==> src/rtl/gpio_board_io.sv <==
// gpio_board_io: debounced switches/keys into cpu_gpio_in, and cpu_gpio_out shown as 8 hex digits on a
// multiplexed active-low 7-segment display. Optional macro LEADING_ZERO_BLANK_EN hides leading zero digits.
module gpio_board_io #(
    parameter int SCAN_TICKS     = 50000,
    parameter int BLANK_CYCLES   = 16,
    parameter int DEBOUNCE_TICKS = 500000,
    parameter int NUM_SW         = 18
) (
    input  logic              clk,
    input  logic              res,
    input  logic [NUM_SW-1:0] sw,
    input  logic [3:0]        key_n,
    input  logic [31:0]       cpu_gpio_out,
    output logic [31:0]       cpu_gpio_in,
    output logic [6:0]        hex_seg_n,
    output logic [7:0]        hex_an_n
);
    localparam int NW     = NUM_SW + 4;
    localparam int TICK_W = (DEBOUNCE_TICKS > 1) ? $clog2(DEBOUNCE_TICKS) : 1;
    localparam int SLOT_W = (SCAN_TICKS > 1) ? $clog2(SCAN_TICKS) : 1;
    localparam logic [TICK_W-1:0] TICK_LAST = TICK_W'(DEBOUNCE_TICKS - 1);
    localparam logic [SLOT_W-1:0] SLOT_LAST = SLOT_W'(SCAN_TICKS - 1);
    localparam logic [SLOT_W-1:0] BLANK_N   = SLOT_W'(BLANK_CYCLES);

    typedef enum logic {BLANK, DRIVE} scanState_e;

    function automatic logic [6:0] hexSeg(input logic [3:0] n);
        logic [6:0] s;
        case (n)
            4'h0: s = 7'h3F;
            4'h1: s = 7'h06;
            4'h2: s = 7'h5B;
            4'h3: s = 7'h4F;
            4'h4: s = 7'h66;
            4'h5: s = 7'h6D;
            4'h6: s = 7'h7D;
            4'h7: s = 7'h07;
            4'h8: s = 7'h7F;
            4'h9: s = 7'h6F;
            4'hA: s = 7'h77;
            4'hB: s = 7'h7C;
            4'hC: s = 7'h39;
            4'hD: s = 7'h5E;
            4'hE: s = 7'h79;
            default: s = 7'h71;
        endcase
        return s;
    endfunction

    logic [NW-1:0]     sync1_q, sync2_q, syncVal;
    logic [NW-1:0]     hist0_q, hist1_q, hist2_q, agree;
    logic [TICK_W-1:0] tickCnt_q, tickCnt_d;
    logic              tick;
    logic [31:0]       gpioIn_q, gpioIn_d;

    // Keys are stored as "pressed" after synchronization so history and output share one polarity.
    always_comb begin
        tick      = (tickCnt_q == TICK_LAST);
        tickCnt_d = tick ? '0 : tickCnt_q + TICK_W'(1);
        syncVal   = {~sync2_q[NW-1:NUM_SW], sync2_q[NUM_SW-1:0]};
        agree     = ~(hist0_q ^ hist1_q) & ~(hist1_q ^ hist2_q);
        gpioIn_d  = gpioIn_q;
        gpioIn_d[NW-1:0] = (agree & hist0_q) | (~agree & gpioIn_q[NW-1:0]);
    end

    always_ff @(posedge clk or posedge res) begin
        if (res) begin
            sync1_q   <= '0;
            sync2_q   <= '0;
            tickCnt_q <= '0;
            hist0_q   <= '0;
            hist1_q   <= '0;
            hist2_q   <= '0;
            gpioIn_q  <= '0;
        end else begin
            sync1_q   <= {key_n, sw};
            sync2_q   <= sync1_q;
            tickCnt_q <= tickCnt_d;
            if (tick) begin
                hist0_q <= syncVal;
                hist1_q <= hist0_q;
                hist2_q <= hist1_q;
            end
            gpioIn_q  <= gpioIn_d;
        end
    end

    assign cpu_gpio_in = gpioIn_q;

    scanState_e        state_q, state_d;
    logic [SLOT_W-1:0] slotCnt_q, slotCnt_d;
    logic [2:0]        digit_q, digit_d;
    logic [31:0]       snapshot_q, snapshot_d;
    logic [3:0]        nibble;
    logic              digitHidden;
    logic [6:0]        segN_d, hexSeg_q;
    logic [7:0]        anN_d, hexAn_q;

    // Outputs are computed from next-cycle scan position so they line up with the slot counter.
    always_comb begin
        slotCnt_d  = (slotCnt_q == SLOT_LAST) ? '0 : slotCnt_q + SLOT_W'(1);
        digit_d    = (slotCnt_q == SLOT_LAST) ? digit_q + 3'd1 : digit_q;
        state_d    = (slotCnt_d < BLANK_N) ? BLANK : DRIVE;
        snapshot_d = (state_q == BLANK && slotCnt_q == '0 && digit_q == 3'd0) ? cpu_gpio_out : snapshot_q;
        nibble     = snapshot_d[{digit_d, 2'b00} +: 4];
`ifdef LEADING_ZERO_BLANK_EN
        digitHidden = (digit_d != 3'd0) && ((snapshot_d >> {digit_d, 2'b00}) == 32'd0);
`else
        digitHidden = 1'b0;
`endif
        anN_d  = 8'hFF;
        segN_d = 7'h7F;
        if (state_d == DRIVE) begin
            anN_d  = ~(8'b1 << digit_d);
            segN_d = digitHidden ? 7'h7F : ~hexSeg(nibble);
        end
    end

    always_ff @(posedge clk or posedge res) begin
        if (res) begin
            state_q    <= BLANK;
            slotCnt_q  <= '0;
            digit_q    <= 3'd0;
            snapshot_q <= '0;
            hexSeg_q   <= 7'h7F;
            hexAn_q    <= 8'hFF;
        end else begin
            state_q    <= state_d;
            slotCnt_q  <= slotCnt_d;
            digit_q    <= digit_d;
            snapshot_q <= snapshot_d;
            hexSeg_q   <= segN_d;
            hexAn_q    <= anN_d;
        end
    end

    assign hex_seg_n = hexSeg_q;
    assign hex_an_n  = hexAn_q;
endmodule

==> config.mk <==
export PLATFORM = sky130hd
export DESIGN_NAME = gpio_board_io
export DESIGN_NICKNAME = d
export VERILOG_FILES = /design/src/rtl/gpio_board_io.sv
export SDC_FILE = /design/constraint.sdc
export NUM_CORES = 1
export LEC_CHECK = 0
export CAP_MARGIN = 20
export CORE_ASPECT_RATIO = 0.5
export CORE_MARGIN = 3
export CORE_UTILIZATION = 29
export DETAILED_ROUTE_END_ITERATION = 10
export SYNTH_ARGS = -nofsm -noshare
export SYNTH_HDL_FRONTEND = slang
export SYNTH_SLANG_ARGS = --single-unit
==> constraint.sdc <==
create_clock -name clk -period 6.9 [get_ports clk]
set_input_delay 1.38 -clock clk [delete_from_list [all_inputs] [get_ports clk]]
set_output_delay 1.38 -clock clk [all_outputs]
set_load 0.005 [all_outputs]
==> results.yml <==
status:
  status: "finished, final reports clean"
clock_network:
  cts-resized-gates: 0
  clk_latency_ps: 500
  path_clk_slew_ps: 60
  postCtsSetupBuffers: 0
  cts_htree_levels: 1
  root_buffer: "clkbuf_16"
  numCtsBuffers: 22
  clk_path_buf_depth: 3
  cts_tree: "done"
  hold_buffers: 0
  cts_sinks: 218
final_layout:
  syn2layout_area_growth_pct: 24.0
  diodes: 0
  drive_gt1_frac: 0.152
  final_core_util: 0.373
  n_fill_cell: 2788
  num-nets-final: 913
  design_area_mm2: 0.0110
route:
  via_count: 5744
  final_antenna_net_count: 0
  drc: 0
  wl_per_cell_um: 14.3
  vias_per_cell: 4.59
  wl_um: 17900
  firstDrtPassIters: 4
  drt_iter0_drc: 439
synthesis:
  syn_area_per_cell_um2: 11.9
  ys_seq_area_frac: 0.615
  synth-seq-cells: 218
  yosys.area.top_type: "dfrtp_1"
  synth_top_flop_cell: "dfrtp_1"
  syn_area_mm2: 0.00889
  yosysTopAreaCellShare: 0.571
  synth_top_cells_by_area: "dfrtp_1 57%, mux2_2 7.2%, dfstp_2 4.4%"
  synthArstFlopShare: 1.00
  synthDistinctLibCells: 63
  synth_warnings: 0
  synth-edff-count: 0
  netlist_instances: 750
worst_setup_path:
  r2r_cells: 11
  path_cells: "or4_4 -> nor4_4 -> buf_6 -> mux2i_2 -> mux4_2 -> a2111oi_0 -> a31oi_1 -> inv_1 -> ha_1 -> or4_1 -> o211ai_1"
  cpMaxStageDelayCell: "or4_4"
  arrival_ps: 4660
  start_kind: "flop"
  cp-end-kind: "flop"
  crit_type: "reg -> reg"
  slowest_delay_ps: 580
  worst_ep_required_time_ps: 7320
  crit_path_max_fanout: 20
placed_design:
  dp_hpwl_um: 12100
  io_buffers: 92
  placed_area_mm2: 0.0102
  gp_congestion: 0.810
power_and_ir_drop:
  seqPwrFrac: 0.479
  p_leak_nw: 4.83
  p_int_mw: 2.20
  p_clk_frac: 0.484
  power.switching_uw: 550
  powerDensity_mw_per_mm2: 249
  max-vdd-ir-drop_uv: 165
  combPwrFrac: 0.037
  switching_share: 0.200
timing:
  rsz0062_at_grt: "no"
  fin_crit_sh: 0.614
  hold_violations: 0
  skew_ps: 12.3
  period_needed_ps: 4240
  drv_slew: 0
  fmax_mhz: 236
  finalSetupViolCount: 0
  worst_slew_pin_slew_ps: 927
  whs_ps: 346
  slew_headroom: 0.382
  tns_ps: 0
global_route:
  grt_pass1_vias: 5893
  grt_start_max_net_pins: 183
  grt_pass1_wl_um: 29400
  overflow: 0
  antenna_found_initial: 0
  grt_use_total: 0.108
die:
  start_util: 0.301
  die_h_um: 130
  dieArea_mm2: 0.0329
  die_w_um: 254
  fp.coreArea_mm2: 0.0296
  fp-row-count: 44
  ios: 103
job:
  drv_cap: 0
worst_hold_path:
  holdCritPathClass: "reg -> reg"
  min_delay_path_depth: 0
## critical path: cells and delay by family (launching register included)
kind / cells / cell delay, ps
AND/OR/NAND/NOR: 3 / 1470
multiplexers: 2 / 840
AO/OA/AOI/OAI: 3 / 680
flip-flops: 1 / 480
buffers and inverters: 2 / 450
adder cells (fa/ha/maj): 1 / 240
## routing by layer
layer | vias up | track usage | share of wire
met5 | - | 0 | 0
met4 | 0 | 0.0219 | 0.014
met3 | 21 | 0.0213 | 0.031
met2 | 56 | 0.196 | 0.51
met1 | 2895 | 0.135 | 0.44
li1 | 2772 | - | -
## synthesized netlist by cell type, types with 2 or more instances
cell / n
mux2i_1: 8
a2111oi_0: 2
inv_1: 38
buf_2: 3
ha_1: 11
a22o_1: 2
nand3_1: 20
nand3b_1: 3
o31ai_1: 2
xnor2_1: 12
nor4_1: 4
nor3_1: 2
a21oi_1: 35
o221ai_1: 3
a2bb2oi_1: 2
xor2_1: 18
a31o_2: 2
and3_1: 7
clkbuf_1: 15
a22oi_1: 5
mux4_2: 5
or3_1: 5
buf_1: 2
buf_4: 12
mux2_2: 57
nor2b_1: 2
nand2_1: 95
dfrtp_1: 203
and4_1: 4
a221oi_1: 4
nor4b_1: 3
a211oi_1: 2
dfstp_2: 15
nand4_1: 10
a31oi_1: 4
o21ai_0: 73
nor2_1: 32
or4_1: 2
a21o_1: 2
## cell usage in the layout, fill, tap and decap left out, types with 5 or more instances in the layout
master             n
nand2_1           95
mux2_2            57
dfstp_2           15
mux4_2             5
dfrtp_1          203
clkdlybuf4s50_1   92
mux2i_1            8
a22oi_1            5
nand3_1           20
a21oi_1           35
conb_1            10
or3_1              5
nand4_1           10
o21ai_0           73
xnor2_1           12
ha_1              11
bufinv_16          5
clkbuf_16         23
inv_1             37
xor2_1            18
nor2_1            32
and3_1             7
## worst paths after layout
kind                            slack [ps]                      to              startpoint
worst max register to register        2660  hex_seg_n[5]$_DFF_PP1_  slotCnt_q[7]$_DFF_PP0_
worst max-delay path                  2660  hex_seg_n[5]$_DFF_PP1_  slotCnt_q[7]$_DFF_PP0_
max in group asynchronous             4160  hist1_q[9]$_DFFE_PP0N_                     res
worst min-delay path                   350   sync2_q[12]$_DFF_PP0_   sync1_q[12]$_DFF_PP0_
worst min register to register         350   sync2_q[12]$_DFF_PP0_   sync1_q[12]$_DFF_PP0_
min in group asynchronous             1370   sync1_q[17]$_DFF_PP0_                     res
## logic make-up after synthesis
kind of cell / after synthesis / synth area share
other: 1 / 0.000422
flip-flops: 218 / 0.615
multiplexers: 71 / 0.0954
adder cells (fa/ha/maj): 11 / 0.0155
buffers and inverters: 73 / 0.0371
XOR/XNOR: 30 / 0.0295
AO/OA/AOI/OAI: 147 / 0.0985
AND/OR/NAND/NOR: 199 / 0.108
## cell type report
type                    instances  area (um^2)  area share
well taps                     391          489      0.0443
inverters                      40          154      0.0139
flip-flops and latches        218         5470       0.496
multi-input cells             468         3130       0.284
repair buffers                 96          967      0.0877
clock inverters                 9          176      0.0160
clock buffers                  30          642      0.0582
## through the flow
stage	total power, mW	worst slack [ps]	cells
floorplan	1.39	2690	759
global placement	1.44	2400	1212
detailed placement	1.44	2240	1212
CTS	2.80	2240	1251
global route	2.86	2360	1252
finish	2.75	2660	1252
## power by group through the flow
stage          clock network [mW]  logic [mW]  registers, mW
2_1_floorplan                   0      0.0506           1.34
3_3_place_gp                    0       0.102           1.34
3_5_place_dp                    0       0.104           1.34
4_1_cts                      1.38       0.104           1.32
5_1_grt                      1.43       0.113           1.32
6_report                     1.33       0.101           1.32
No activity file was read; power rests on OpenSTA's default activity.
